$ cat config.mk
export PLATFORM = sky130hd
export DESIGN_NAME = vga_timing
export DESIGN_NICKNAME = d
export VERILOG_FILES = /design/src/rtl/vga_timing.sv
export SDC_FILE = /design/constraint.sdc
export NUM_CORES = 1
export LEC_CHECK = 0
export ABC_AREA = 1
export CAP_MARGIN = 10
export CORE_MARGIN = 2
export CORE_UTILIZATION = 52
export DETAILED_ROUTE_END_ITERATION = 6
export GPL_TIMING_DRIVEN = 0
export MAX_ROUTING_LAYER = met4
export PLACE_DENSITY_LB_ADDON = 0.25
export SYNTH_ARGS = -nofsm -noshare
export SYNTH_HDL_FRONTEND = slang
export SYNTH_SLANG_ARGS = --single-unit
export TNS_END_PERCENT = 1
$ cat constraint.sdc
create_clock -name clk -period 2.14 [get_ports clk]
set_input_delay 0.321 -clock clk [delete_from_list [all_inputs] [get_ports clk]]
set_output_delay 0.321 -clock clk [all_outputs]
set_load 0.01 [all_outputs]
$ cat src/rtl/vga_timing.sv
// Raster timing generator: free-running h/v counters, per-pixel strobes for the
// image source, and sync/data-enable outputs delayed to match its BRAM read latency.
module vga_timing #(
  parameter int unsigned H_ACTIVE   = 640,
  parameter int unsigned H_FRONT    = 16,
  parameter int unsigned H_SYNC     = 96,
  parameter int unsigned H_BACK     = 48,
  parameter int unsigned V_ACTIVE   = 480,
  parameter int unsigned V_FRONT    = 10,
  parameter int unsigned V_SYNC     = 2,
  parameter int unsigned V_BACK     = 33,
  parameter bit          SYNC_POL   = 1'b0,
  parameter int unsigned PIPE_DELAY = 1
) (
  input  logic       clk,
  input  logic       rst,
  output logic [9:0] o_hcount,
  output logic [9:0] o_vcount,
  output logic       o_enable,
  output logic       o_newline,
  output logic       o_newframe,
  output logic       o_hsync,
  output logic       o_vsync,
  output logic       o_de
);

  localparam int unsigned CW      = 10;
  localparam int unsigned XW      = CW + 1;
  localparam int unsigned H_TOTAL = H_ACTIVE + H_FRONT + H_SYNC + H_BACK;
  localparam int unsigned V_TOTAL = V_ACTIVE + V_FRONT + V_SYNC + V_BACK;

  localparam logic [CW-1:0] H_LAST = CW'(H_TOTAL - 1);
  localparam logic [CW-1:0] V_LAST = CW'(V_TOTAL - 1);

  // Window bounds carry one extra bit so an end bound of 1024 does not wrap.
  localparam logic [XW-1:0] H_ACT      = XW'(H_ACTIVE);
  localparam logic [XW-1:0] V_ACT      = XW'(V_ACTIVE);
  localparam logic [XW-1:0] HS_START   = XW'(H_ACTIVE + H_FRONT);
  localparam logic [XW-1:0] HS_END     = XW'(H_ACTIVE + H_FRONT + H_SYNC);
  localparam logic [XW-1:0] VS_START   = XW'(V_ACTIVE + V_FRONT);
  localparam logic [XW-1:0] VS_END     = XW'(V_ACTIVE + V_FRONT + V_SYNC);
  localparam logic          SYNC_IDLE  = ~SYNC_POL;

  logic [CW-1:0] hcount;
  logic [CW-1:0] vcount;
  logic          newline_q;
  logic          newframe_q;

  // Stage 0 holds the undelayed decode of the current position; stage k is k cycles old.
  logic hs_pipe [0:PIPE_DELAY];
  logic vs_pipe [0:PIPE_DELAY];
  logic en_pipe [0:PIPE_DELAY];

  logic [CW-1:0] h_nxt;
  logic [CW-1:0] v_nxt;
  logic [XW-1:0] h_nxt_x;
  logic [XW-1:0] v_nxt_x;
  logic          en_nxt;
  logic          nl_nxt;
  logic          nf_nxt;
  logic          hs_nxt;
  logic          vs_nxt;

  // Next position and its decodes, so every output register describes the position it holds.
  always_comb begin
    h_nxt = hcount + CW'(1);
    v_nxt = vcount;
    if (hcount == H_LAST) begin
      h_nxt = '0;
      v_nxt = (vcount == V_LAST) ? '0 : vcount + CW'(1);
    end
    h_nxt_x = {1'b0, h_nxt};
    v_nxt_x = {1'b0, v_nxt};
    en_nxt  = (h_nxt_x < H_ACT) && (v_nxt_x < V_ACT);
    nl_nxt  = (h_nxt == H_LAST);
    nf_nxt  = nl_nxt && (v_nxt == V_LAST);
    hs_nxt  = ((h_nxt_x >= HS_START) && (h_nxt_x < HS_END)) ? SYNC_POL : SYNC_IDLE;
    vs_nxt  = ((v_nxt_x >= VS_START) && (v_nxt_x < VS_END)) ? SYNC_POL : SYNC_IDLE;
  end

  // Counters, strobes and the sync/enable delay line.
  always_ff @(posedge clk) begin
    if (rst) begin
      hcount     <= H_LAST;
      vcount     <= V_LAST;
      newline_q  <= 1'b0;
      newframe_q <= 1'b0;
      for (int unsigned k = 0; k <= PIPE_DELAY; k++) begin
        hs_pipe[k] <= SYNC_IDLE;
        vs_pipe[k] <= SYNC_IDLE;
        en_pipe[k] <= 1'b0;
      end
    end else begin
      hcount     <= h_nxt;
      vcount     <= v_nxt;
      newline_q  <= nl_nxt;
      newframe_q <= nf_nxt;
      hs_pipe[0] <= hs_nxt;
      vs_pipe[0] <= vs_nxt;
      en_pipe[0] <= en_nxt;
      for (int unsigned k = 1; k <= PIPE_DELAY; k++) begin
        hs_pipe[k] <= hs_pipe[k-1];
        vs_pipe[k] <= vs_pipe[k-1];
        en_pipe[k] <= en_pipe[k-1];
      end
    end
  end

  assign o_hcount   = hcount;
  assign o_vcount   = vcount;
  assign o_enable   = en_pipe[0];
  assign o_newline  = newline_q;
  assign o_newframe = newframe_q;
  assign o_hsync    = hs_pipe[PIPE_DELAY];
  assign o_vsync    = vs_pipe[PIPE_DELAY];
  assign o_de       = en_pipe[PIPE_DELAY];

endmodule

==> Word-level counts from Yosys, hierarchy flattened <==
Memory sizes are Yosys's and may differ from the RTL's.
Cells that the tools add are included.
{ "totals": {"ff_bits": 22, "latch_bits": 0, "ram_bits": 6, "rom_bits": 0, "in_bits": 2, "output_inout_bits": 26, "mem_count": 3} }
{ "memory_table": {"columns": ["memory", "depth", "word_bits", "rd", "rd_clocked_by_memory_dff", "write_ports", "line_no", "source"], "rows": [
  ["en_pipe", 2, 1, 2, 0, 2, "52", "logic en_pipe [0:PIPE_DELAY];"],
  ["hs_pipe", 2, 1, 2, 0, 2, "50", "logic hs_pipe [0:PIPE_DELAY];"],
  ["vs_pipe", 2, 1, 2, 0, 2, "51", "logic vs_pipe [0:PIPE_DELAY];"]
]} }
{ "op_classes": {"addsub": 2, "multipliers": 0, "div_mod_pow": 0, "magnitude_cmp": 6, "n_eq_ne": 4, "shifts": 0, "mux": 14, "n_bitwise": 6, "reduce_logical": 4} }
{ "op_table": {"columns": ["op", "n"], "rows": [
  ["10-bit equality test (second input constant)", 4],
  ["10-bit two-way mux", 3],
  ["10-bit by 1-bit adder with 10-bit output (second input constant)", 2],
  ["10-bit < comparator (second input constant)", 2],
  ["10-bit by 9-bit < comparator with 1-bit output (second input constant)", 2],
  ["1-bit two-way mux", 11],
  ["10-bit greater-or-equal comparator (second input constant)", 1],
  ["10-bit by 9-bit greater-or-equal comparator with 1-bit output (second input constant)", 1],
  ["1-bit bitwise OR", 6],
  ["1-bit logical AND", 4]
]} }

==> Longest topological paths before layout <==
Gate-level depths: netlist (run 1).
{ "depth": {"word_depth": 7, "mapped_depth": 12, "ltp_nobuf": 12} }

==> Least setup slack after synthesis (run 1) <==
Ideal clock, no wire load.
{ "synth_path": {"path_kind": "register -> register", "startpoint": "reg hcount[0], in the netlist o_hcount[0]", "endpoint": "mem vs_pipe[0][0]", "setup_ns": 0.123, "arrival_time_ns": 1.525, "required_ns": 2.017, "setup_slack_ns": 0.492, "path_stages_with_launch": 11, "path_buffers": 0, "period_less_slack_ns": 1.648, "cell_sequence": "dfxtp_1 > ha_1 > nand2_1 > nor2_4 > nand2_4 > nor2_8 > nand2_1 > nand2_1 > nand4_1 > nor2_1 > nand3b_1"} }
{ "synth_rtl": {"columns": ["element", "line_no", "source"], "rows": [
  ["start, declared", "44", "logic [CW-1:0] hcount;"],
  ["start signal, assigned", "94", "hcount <= h_nxt;"],
  ["end, declared", "51", null]
]} }

==> results of run 1 <==
## cells in the mapped netlist, drive strengths merged
cell type | number | share of area (%)
a21oi | 2 | 0.62
nor3 | 5 | 2.2
or2 | 4 | 1.6
clkbuf | 1 | 0.23
clkinv | 1 | 0.23
nand3b | 1 | 0.47
and2 | 1 | 0.39
nand2 | 65 | 16
dfxtp | 28 | 35
nand3 | 29 | 10
o21ai | 10 | 3.1
xor2 | 1 | 0.54
ha | 4 | 3.1
nor2 | 40 | 13
nand4 | 8 | 4.0
inv | 41 | 9.6
nor3b | 1 | 0.47
## registers in the layout, indices dropped and copies added, names as in the netlist
signal	flops
en_pipe	2
hs_pipe	2
o_hcount	10
o_newframe	1
o_newline	1
o_vcount	10
vs_pipe	2
## stage by stage
stage / area (um2) / std cells
floorplan: 1610 / 242
global placement: 1920 / 302
detailed placement: 1920 / 302
CTS: 1940 / 305
global route: 1940 / 305
finish: 1940 / 305
## final timing paths
kind                            startpoint                       end  slack (ns)  cells after the start
hold / removal    vs_pipe[0][0]$_SDFF_PP1_  vs_pipe[0][1]$_SDFF_PP1_        0.44                      1
hold reg to reg   vs_pipe[0][0]$_SDFF_PP1_  vs_pipe[0][1]$_SDFF_PP1_        0.44                      1
setup / recovery    o_vcount[0]$_SDFF_PP0_  vs_pipe[0][0]$_SDFF_PP1_        0.30                      8
setup reg to reg    o_vcount[0]$_SDFF_PP0_  vs_pipe[0][0]$_SDFF_PP1_        0.30                      8
## area by class of cell
class                   instances  area, um2
clock buffers                   3       22.5
repair buffers                 27        270
fillers                       286       1060
plain buffers                   1       3.75
inverters                      42        158
multi-input cells             171        886
well taps                      33       41.3
flip-flops and latches         28        562
## cells by family (layout without fill, tap and decap cells)
kind of cell	count (synthesis)	in the layout
compound gates	12	12
xor+xnor	1	1
fa+ha+maj	4	4
buf+inv	43	73
flops	28	28
simple gates	154	154
## worst max-delay path, delay by kind of cell (launching register included)
family	cells	cell delay (ns)
AND/OR/NAND/NOR	5	0.60
flip-flops	1	0.46
adder cells (fa/ha/maj)	1	0.26
AO/OA/AOI/OAI	2	0.46
## where the power goes
part	internal (mW)	total, mW	switching [mW]
Sequential	0.641	0.794	0.153
Clock	0.0663	0.226	0.160
Combinational	0.586	1.50	0.909
Total	1.29	2.52	1.22
## metal layers
layer	share of wire [%]	track usage, %
met3	4.7	2.84
met2	42	33.9
met1	51	31.9
met5	0	-
met4	1.4	6.98
## repair_timing
| item | in CTS | in global routing |
|---|---|---|
| setup buffers | 0 | 0 |
| resized for setup | 0 | 1 |
| setup endpoints to repair | 0 | 1 |
==> flow_results.org, run 1 <==
** Status
- Result of the run :: completed

** Drt
- Total iterations of the first detailed-routing run :: 4
- Number of DRC violations after detailed-routing iteration 0 :: 65
- Residual DRC count :: 0
- Dividing the detail-routed wire length by the instance count gives 11.8 um.
- Vias :: 1576
- Mean number of vias per cell :: 5.17
- Once detail routing completed, the nets flagged for antenna violations numbered 0.
- The final layout contains routed wiring with a total length of 3600 um.

** Logic synthesis
- The synthesized netlist devotes 0.545% of its cell area to XOR and XNOR gates.
- Adder-cell share of the synthesized area :: 3.11%
- The synthesized design contains 28 register bits.
- Of the post-synthesis cell area, the part taken by muxes is 0%.
- Summing the areas of all compound-gate instances in the mapped netlist gives 3.74% of the synthesized area.
- Nets in the synthesized netlist :: 248
- Synthesis produced 242 cells.
- Summing the areas of all and, or, nand and nor instances in the mapped netlist gives 47.7% of the synthesized area.
- Mean instance size in the synthesized netlist :: 6.64 um2
- Synthesis instantiated 28 different standard cells from the library.
- Post-synthesis instance area :: 1610 um2
- Count of yosys warnings during synthesis :: 0
- Dominant combinational cell family by area after synthesis :: simple AND/OR/NAND/NOR gates
- Sequential-to-total area share from yosys stat :: 34.9%

** GRT
- In the global route stage, overall resource usage came out at 22.7%.
- The first global-routing pass estimated 5950 um of wire.
- Maximum number of pins on one net before global-route repair :: 15
- Gr ovfl total :: 0
- Initial antenna violation count :: 0
- The via count of the first global-routing pass is 1362.

** Placed design
- The wire-length estimate of the detail-placed layout is 2710 um.
- Input and output buffers added on the ports amount to 27.
- OpenSTA, run right after detailed placement, puts the worst setup slack at 0.235 ns.
- RePlAce Congestion :: 0.842

** CTS
- For this design, the CTS-stage hold fixing added 0 buffers.
- Clock-pin slew was measured on the worst setup and hold paths at 0.16 ns.
- Source-to-sink clock delay at the later pin of the worst-skew pair :: 0.34 ns
- Master cell of the clock root buffer :: clkbuf_4
- H-tree levels :: 1
- Inserted Clock Buffers :: 3
- Sinks on Clock Net :: 28
- The longest clock path from root to sink contains 2 buffers.
- Clock tree from TritonCTS :: yes

** Final layout
- Share of cells above drive strength 1 :: 9.93%
- Relative to the synthesized area, the layout overhead comes to 20.9%.
- Count of inserted antenna diode cells :: 0
- Once layout is complete, the utilization of the core stands at 64.7%.
- In the layout the commonest cells are 62 x nand2_1, 37 x inv_1, 32 x nor2_1.
- For this run, the post-layout net count is 280.
- Most common cell after layout, fill and taps aside :: nand2_1

** Critical path
- For this run, the slowest stage of the critical path takes 0.46 ns.
- The worst setup path is launched from a flop.
- Among the stages of the critical path, the cell type that occurs most often is nand2_1.
- Among all stages on the critical path, the largest delay is contributed by dfxtp_1.
- At the worst endpoint, the required time is 2.38 ns.
- The critical path in this run is classified as reg -> reg.
- STA classifies the critical path endpoint as a flop.
- Maximum fanout along the worst path :: 6
- Chain of cells forming the critical path :: ha_1 -> nand3_1 -> o21ai_0 -> nand2_1 -> o21ai_1 -> nand2_1 -> nor2_1 -> nand3b_1
- Critical path arrival :: 2.09 ns

** Die
- Total die area :: 3550 um2
- From left edge to right edge, the die measures 59.6 um.
- The floorplan has 20 rows.
- Core box area :: 3000 um2
- Die Span Y :: 59.6 um
- Top-level port count :: 28
- The initial utilization of the core area, before any placement, comes to 53.5%.

** Timing
- Worst clock skew :: 0.0163 ns
- Worst relative slew slack :: 65.5%
- Min cycle time layout :: 1.84 ns
- Final WS setup :: 0.298 ns
- Transition at the pin with the smallest max-transition slack :: 0.518 ns
- Based on the critical path, the design can be clocked at up to 543 MHz.
- Smallest hold slack :: 0.438 ns
- The number of hold-slack violations in the final timing report was 0.
- Setup repair after global routing left no endpoint under its margin.
- Max-slew violation count :: 0
- Adding up every negative setup slack in the final design gives 0 ns.
- Setup violations remaining at the end of the flow were counted as 0.
- Final period util :: 86.1%

** Power and ir drop
- Summing internal, switching and leakage power gives 2.52 mW.
- The worst-case IR drop observed on VDD is 0.788 mV.
- In this run the power density over the cells is 1290 nW/um2.
- Static Leak :: 0.970 nW

** Hold path
- Worst hold-check path type :: reg -> reg

** Flow run
- Across the run, the number of max-cap violations was 0.
No activity file was read; power rests on OpenSTA's default activity.
==> inputs of run 2 (changes only) <==
CELL_PAD_IN_SITES_DETAIL_PLACEMENT = 2   (was default)
CELL_PAD_IN_SITES_GLOBAL_PLACEMENT = 2   (was default)
CORE_UTILIZATION = 28   (was 52)
HOLD_SLACK_MARGIN = 0.06   (was default)
==> run 2 against run 1 <==
Against the previous run: non-clock buffer count rose by 2; sequential share of layout area fell by 1.2 points; via count rose by 2.8%; global-route usage fell by 4.9 points; core utilization fell by 28 points; largest power group unchanged; largest cell class unchanged.
==> flow_results.org, run 2 (synthesized netlist as in run 1, its figures left out) <==
** Drt
- The final wirelength is 5150 um (+43%).
- The number of DRC markers in iteration 0 came to 53 (-18%).
- The remaining antenna violation count after routing was 0 (unchanged).
- The routed wirelength normalized by instance count came to 14.9 um (+26%).
- Residual DRC count :: 0 (unchanged)
- Mean number of vias per cell :: 4.68 (-9.4%)
- Vias :: 1620 (+2.8%)
- Total iterations of the first detailed-routing run :: 4 (unchanged)

** Critical path
- By startpoint and endpoint, the worst setup path is classified as reg -> reg.
- STA classifies the critical path startpoint as a flop.
- The arrival time at the worst endpoint is 2.17 ns (+0.08 ns).
- Beginning of the worst register-to-register path :: o_hcount[0]$_SDFF_PP1_
- STA classifies the critical path endpoint as a flop.
- Critical register-to-register path endpoint :: vs_pipe[0][0]$_SDFF_PP1_
- The flop-to-flop setup slack is 0.13 ns (-0.16 ns).
- The number of cells on the worst reg-to-reg path was 9 (+1).
- The maximum fanout along the worst path was 8 (+2).
- The critical path required time came to 2.31 ns (-0.07 ns).
- CP Launch Point :: o_hcount[0]$_SDFF_PP1_

** Placed design
- The worst slack at placement was 0.0911 ns (-0.144 ns).
- DPL Wire Length :: 4180 um (+54%)
- I/O Buffers :: 27 (unchanged)
- The placer's final routability congestion estimate came to 0.789 (-6.3%).

** Timing
- Min cycle time layout :: 2.01 ns (+0.164 ns)
- The maximum frequency from static timing analysis is 498 MHz (-8.2%).
- Max-slew violation count :: 0 (unchanged)
- The number of hold-slack violations in the final timing report came to 0 (unchanged).
- Setup TNS Final :: 0 ns (unchanged)
- Worst relative slew slack :: 59.7% (-5.8 points)
- Final WS setup :: 0.134 ns (-0.164 ns)
- The count of endpoints failing setup in the final report came to 0 (unchanged).
- Final period util :: 93.7% (+7.7 points)
- The transition time of the tightest slew-check pin was 0.605 ns (+0.0871 ns).
- The largest clock skew in the final design is 0.00544 ns (-0.0109 ns).

** Final layout
- Leaving out fill and tap cells, the most frequent cell in the layout is nand2_1.
- In the layout the commonest cells are 62 x nand2_1, 37 x inv_1, 31 x nor2_1.
- From synthesis to final layout, the design area changed by 26.5%.
- Share of cells above drive strength 1 :: 11.7% (+1.8 points)
- Nets :: 282 (+0.71%)
- The number of filler cells placed in the layout came to 674 (+140%).
- Count of inserted antenna diode cells :: 0 (unchanged)
- The area of all sequential standard cells is 563 um2 (+0.22%).
- Footprint of the multi-input gates :: 892 um2 (+0.71%)

** Power and ir drop
- Switching part of the total power :: 49.6% (+0.99 points)
- The net switching power figure was 1.36 mW (+11%).
- The sequential fraction of design power came to 29.2% (-2.4 points).
- Int Pwr :: 1.38 mW (+7.0%)
- Peak ir drop on the vdd network :: 0.452 mV (-43%)
- The part of the total power dissipated in the clock network is 10.6% (+1.6 points).
- The leakage power summed over all cells was 0.987 nW (+1.8%).
- The combinational group share of total power is 60.2% (+0.8 points).
- The power density over cell area was 1350 nW/um2 (+4.3%).

** GRT
- Maximum number of pins on one net before global-route repair :: 15 (unchanged)
- Global-route wire length before repair :: 8710 um (+47%)
- GRT Util Overall :: 17.8% (-4.9 points)
- Number of global-route vias before repair :: 1802 (+32%)
- The met1 layer usage reported by global route is 24.3% (-7.6 points).
- M3 GR Usage :: 1.81% (-1.0 points)
- Initial antenna violation count :: 0 (unchanged)
- The global route total overflow came to 0 (unchanged).
- The layer flagged by global routing as most heavily used is met2.
- Met2 Track Usage GR :: 28.7% (-5.2 points)

** CTS
- The worst-skew pair later-pin latency was 0.28 ns (-0.06 ns).
- Clock tree synthesis selected as its root buffer the cell clkbuf_8.
- Hold-fix buffer count after cts :: 0 (unchanged)
- H-tree levels :: 1 (unchanged)
- Buffer levels on the longest clock path :: 2 (unchanged)
- The total CTS buffers came to 3 (unchanged).
- The clock slew seen by the registers of the worst setup and hold paths is 0.10 ns (-0.06 ns).
- Clock tree from TritonCTS :: yes
- Sinks on Clock Net :: 28 (unchanged)

** Status
- The flow ran to the end, and the final reports show no timing, DRC or antenna violations.

** Die
- Standard-cell row count :: 27 (+35%)
- The die height came to 79.8 um (+34%).
- Total die area :: 6360 um2 (+79%)
- Die extent in x :: 79.8 um (+34%)
- Initial cell density of the core :: 29.0% (-25 points)
- The number of primary I/O pins is 28 (unchanged).
- The core outline area is 5540 um2 (+84%).

** Hold path
- The startpoint identified for the worst hold timing path is hs_pipe[0][0]$_SDFF_PP1_.
- The number of cells on the worst hold path was 1 (unchanged).
- Sink of the worst hold path :: hs_pipe[0][1]$_SDFF_PP1_
- Worst hold-check path type :: reg -> reg

** Flow run
- Max cap viols :: 0 (unchanged)
-- run 2: changes by cell type in the layout (fill, tap and decap cells not counted) --
cell / delta
buf_4: +2
clkbuf_4: -3
clkbuf_8: +3
dfxtp_1: -1
dfxtp_2: +1
nor2_1: -1
nor2_2: +1
o21ai_1: -1
o21ai_2: +1
-- run 2: layout make-up --
| cell class | instances | share of cell area, % |
|---|---|---|
| clock buffer | 3 | 2.03 |
| tap | 72 | 4.43 |
| inverter | 42 | 7.75 |
| multi-input combinational | 171 | 43.9 |
| timing repair buffer | 29 | 14.0 |
| sequential | 28 | 27.7 |
| buffer | 1 | 0.185 |
-- run 2: worst max-delay path by stage --
stage | endpoint | slack [ns]
6_report | vs_pipe[0][0]$_SDFF_PP1_ | 0.13
5_1_grt | vs_pipe[0][0]$_SDFF_PP1_ | -0.009
4_1_cts | vs_pipe[0][0]$_SDFF_PP1_ | 0.07
3_5_place_dp | vs_pipe[0][0]$_SDFF_PP1_ | 0.09
3_3_place_gp | o_newline$_SDFF_PP0_ | 0.14
2_1_floorplan | vs_pipe[0][0]$_SDFF_PP1_ | 0.49
-- run 2: per-stage QoR --
stage / instances / hold WS (ns) / utilization (%) / instance area, um2 / total power, mW
final: 346 / 0.427 / 36.7 / 2030 / 2.75
after CTS: 344 / 0.432 / 36.3 / 2010 / 2.75
after floorplan: 242 / 0.389 / - / 1610 / 1.83
after global placement: 341 / 0.398 / 35.5 / 1970 / 2.39
after detailed placement: 341 / 0.404 / 35.5 / 1970 / 2.44
after global routing: 346 / 0.441 / 36.7 / 2030 / 2.99
-- run 2: layer usage --
layer	share of wire, %	vias up	wire, um
li1	-	815	-
met1	49	782	2550
met2	48	19	2490
met3	1.5	4	79
met4	0.68	0	35
met5	0	-	0
-- run 2: worst max-delay path: stages, from the launching register on --
cell	delay [ns]
dfxtp_2	0.38
ha_1	0.20
nand2_1	0.12
nor2_4	0.22
nand4_4	0.23
buf_4	0.21
o21ai_2	0.19
nand2_1	0.10
nor2_2	0.14
nand3b_1	0.10
-- run 2: power groups by stage --
stage / sequential (mW) / clock [mW] / combinational, mW
3_5_place_dp: 0.818 / 0 / 1.62
6_report: 0.802 / 0.292 / 1.65
5_1_grt: 0.830 / 0.324 / 1.84
3_3_place_gp: 0.815 / 0 / 1.57
2_1_floorplan: 0.834 / 0 / 0.995
4_1_cts: 0.806 / 0.307 / 1.64
-- run 2: what timing repair did --
item | 4_1_cts | 5_1_grt
setup buffers | 0 | 2
endpoints found under the setup margin | 0 | 3
gates resized for setup | 0 | 4
==> inputs of run 3 (changes only) <==
CAP_MARGIN = default   (was 10)
CORE_ASPECT_RATIO = 0.6   (was default)
==> run 3 against run 2 <==
Against the previous run: routed wire length increased by 7.6%; via count increased by 0.37%; clock power increased by 53%; setup slack improved by 0.051 ns; combinational power increased by 4%; worst hold slack about the same; power increased by 8.4%; final cell count increased by 3.2%; sequential share of layout area decreased by 0.84 points; die area increased by 0.31%; critical endpoint unchanged.
==> flow_results.org, run 3 (synthesized netlist as in run 1, its figures left out) <==
** Critical path
- The number of cells on the worst reg-to-reg path is 10 (+1).
- The endpoint identified for the worst register-to-register timing path is vs_pipe[0][0]$_SDFF_PP1_.
- The critical path is of the reg -> reg type.
- Standard cell with the maximum stage delay on the critical path :: dfxtp_2
- The worst register-to-register path begins at o_hcount[0]$_SDFF_PP1_.
- STA classifies the critical path startpoint as a flop.
- Required arrival time at the worst endpoint :: 2.32 ns (about the same)
- Reg2reg setup slack :: 0.19 ns (+0.05 ns)
- By instance count, the cell type seen most on the critical path is nand2_1.
- The critical path starts at o_hcount[0]$_SDFF_PP1_.
- Critical path arrival :: 2.13 ns (-0.04 ns)
- The maximum single-stage delay on the critical path was 0.38 ns (about the same).
- The critical path ends at vs_pipe[0][0]$_SDFF_PP1_.
- Endpoint class of the critical path :: flop
- The maximum fanout along the worst path was 8 (unchanged).
- The signal on the critical path passes through ha_2 -> nand2_1 -> nor2_4 -> nand4_4 -> inv_2 -> nand3_1 -> nand2_1 -> nand2_1 -> nor2_1 -> nand3b_1.

** CTS
- The H-tree depth was 1 (unchanged).
- Inserted Clock Buffers :: 3 (unchanged)
- Buffer levels on the longest clock path :: 2 (unchanged)
- TritonCTS built the clock tree.
- The tree is rooted in a clkbuf_8.
- The worst-skew pair later-pin latency was 0.29 ns (about the same).
- Hold-fix buffer count after cts :: 0 (unchanged)
- The clock slew seen by the registers of the worst setup and hold paths is 0.12 ns (+0.02 ns).
- Sinks on Clock Net :: 28 (unchanged)

** Timing
- The transition time of the tightest slew-check pin is 0.622 ns (+0.0165 ns).
- The setup TNS came to 0 ns (unchanged).
- The final-report max-slew violation count is 0 (unchanged).
- Worst relative slew slack :: 58.6% (-1.1 points)
- Highest achievable clock rate :: 512 MHz (+2.6%)
- The number of hold-slack violations in the final timing report came to 0 (unchanged).
- The slack of the critical path is 0.185 ns (+0.0511 ns).
- The count of endpoints failing setup in the final report came to 0 (unchanged).
- The largest clock skew in the final design is 0.00841 ns (+0.00297 ns).
- Final period util :: 91.4% (-2.4 points)
- The time the final worst path needs with I/O delays and setup was 1.95 ns (-0.0511 ns).

** Die
- Die extent in x :: 102 um (+28%)
- Total die area :: 6380 um2 (+0.31%)
- Core box area :: 5570 um2 (+0.54%)
- Standard-cell row count :: 21 (-22%)
- The initial core utilization came to 28.9% (-0.16 points).
- Die Span Y :: 62.7 um (-21%)
- The number of primary I/O pins is 28 (unchanged).

** Drt
- The routed wirelength normalized by instance count was 15.5 um (+4.3%).
- Vias :: 1626 (+0.37%)
- The number of DRC markers in iteration 0 came to 61 (+15%).
- The number of DRC violations after detailed routing came to 0 (unchanged).
- Mean number of vias per cell :: 4.55 (-2.7%)
- Total iterations of the first detailed-routing run :: 4 (unchanged)
- The final wirelength came to 5540 um (+7.6%).
- Final ANT Viol Nets :: 0 (unchanged)

** GRT
- Met2 Track Usage GR :: 27.4% (-1.4 points)
- The number of antenna violations at the first check in global routing was 0 (unchanged).
- The wire length of the first global-routing pass came to 9250 um (+6.2%).
- Maximum number of pins on one net before global-route repair :: 17 (+2)
- The overall global routing resource usage was 19.3% (+1.5 points).
- The global routing usage on met3 is 3.02% (+1.2 points).
- The via count of the first global-routing pass came to 1762 (-2.2%).
- The global route total overflow came to 0 (unchanged).
- The met1 layer usage reported by global route is 29.7% (+5.4 points).
- Highest-utilization routing layer at the global route stage :: met1

** Final layout
- Nets :: 284 (+0.71%)
- The number of filler cells placed in the layout is 677 (+0.45%).
- Fin cells :: 357 (+3.2%)
- Leaving out fill and tap cells, the most frequent cell in the layout is nand2_1.
- Top library cells by usage in the layout, fill and taps aside :: 62 x nand2_1, 37 x inv_1, 31 x nor2_1
- Count of inserted antenna diode cells :: 0 (unchanged)
- The post-layout instance area is 2100 um2 (+3.1%).
- The area growth from synthesis to layout is 30.4%.
- Share of cells above drive strength 1 :: 13.4% (+1.7 points)

** Placed design
- Placement-stage worst setup slack :: 0.0936 ns (+0.00251 ns)
- RePlAce Congestion :: 0.812 (+2.9%)
- The detailed-placement wirelength estimate was 4350 um (+4.0%).
- The post-placement cell area came to 1980 um2 (+0.51%).
- The number of placed instances, taps included came to 349 (+2.3%).
- I/O Buffers :: 27 (unchanged)

** Hold path
- Worst hold-check path type :: reg -> reg

** Flow run
- The number of maximum-capacitance violations came to 0 (unchanged).

** Power and ir drop
- The total design power was 2.98 mW (+8.4%).
- The power density over cell area came to 1420 nW/um2 (+5.1%).
- The leakage power summed over all cells came to 1.01 nW (+2.6%).
- The worst IR drop on VDD is 0.439 mV (-3.0%).

** Status
- Result of the run :: completed
run 3: cell count changes in the layout (fill, tap and decap cells not counted), sizes merged:
cell,before,now
buf,2,4
bufinv,0,1
run 3: timing repair:
action / in CTS / in global routing
endpoints found under the setup margin: 0 / 3
resized for setup: 0 / 6
setup buffers: 0 / 4
endpoints found under the hold margin: 0 / 0
run 3: critical path, delay by kind of cell (launching register included):
| kind | cells | cell delay, ns |
|---|---|---|
| adder cells (fa/ha/maj) | 1 | 0.21 |
| flip-flops | 1 | 0.38 |
| AND/OR/NAND/NOR | 8 | 1.12 |
| buffers and inverters | 1 | 0.14 |
run 3: power by group:
| part | internal, mW | switching [mW] |
|---|---|---|
| logic | 0.647 | 1.07 |
| registers | 0.642 | 0.171 |
| clock network | 0.251 | 0.196 |
| total | 1.54 | 1.44 |
run 3: per-layer routing:
layer / share of wire, % / routed length (um)
met5: 0 / 0
met4: 0.34 / 19
met3: 2.9 / 159
met2: 41 / 2270
met1: 56 / 3090
run 3: stage by stage:
stage | hold WS, ns | util [%]
3_5_place_dp | 0.405 | 35.5
3_3_place_gp | 0.398 | 35.5
5_1_grt | 0.452 | 37.6
2_1_floorplan | 0.389 | -
4_1_cts | 0.431 | 36.8
6_report | 0.427 | 37.6
run 3: layout make-up:
class                           instances  area (um2)  share of cell area, %
Inverter                               42         158                   7.52
Buffer                                  1        3.75                  0.179
Multi-Input combinational cell        171         901                   43.0
Timing Repair Buffer                   31         300                   14.3
Clock inverter                          1        30.0                   1.43
Clock buffer                            3        41.3                   1.97
Tap cell                               80         100                   4.77
Sequential cell                        28         563                   26.8
run 3: how the worst min path moves through the flow:
stage / from / to / cells past startpoint
after floorplan: hs_pipe[0][0]$_SDFF_PP1_ / hs_pipe[0][1]$_SDFF_PP1_ / 1
after global placement: hs_pipe[0][0]$_SDFF_PP1_ / hs_pipe[0][1]$_SDFF_PP1_ / 1
after detailed placement: hs_pipe[0][0]$_SDFF_PP1_ / hs_pipe[0][1]$_SDFF_PP1_ / 1
after CTS: hs_pipe[0][0]$_SDFF_PP1_ / hs_pipe[0][1]$_SDFF_PP1_ / 1
after global routing: hs_pipe[0][0]$_SDFF_PP1_ / hs_pipe[0][1]$_SDFF_PP1_ / 1
final: hs_pipe[0][0]$_SDFF_PP1_ / hs_pipe[0][1]$_SDFF_PP1_ / 1
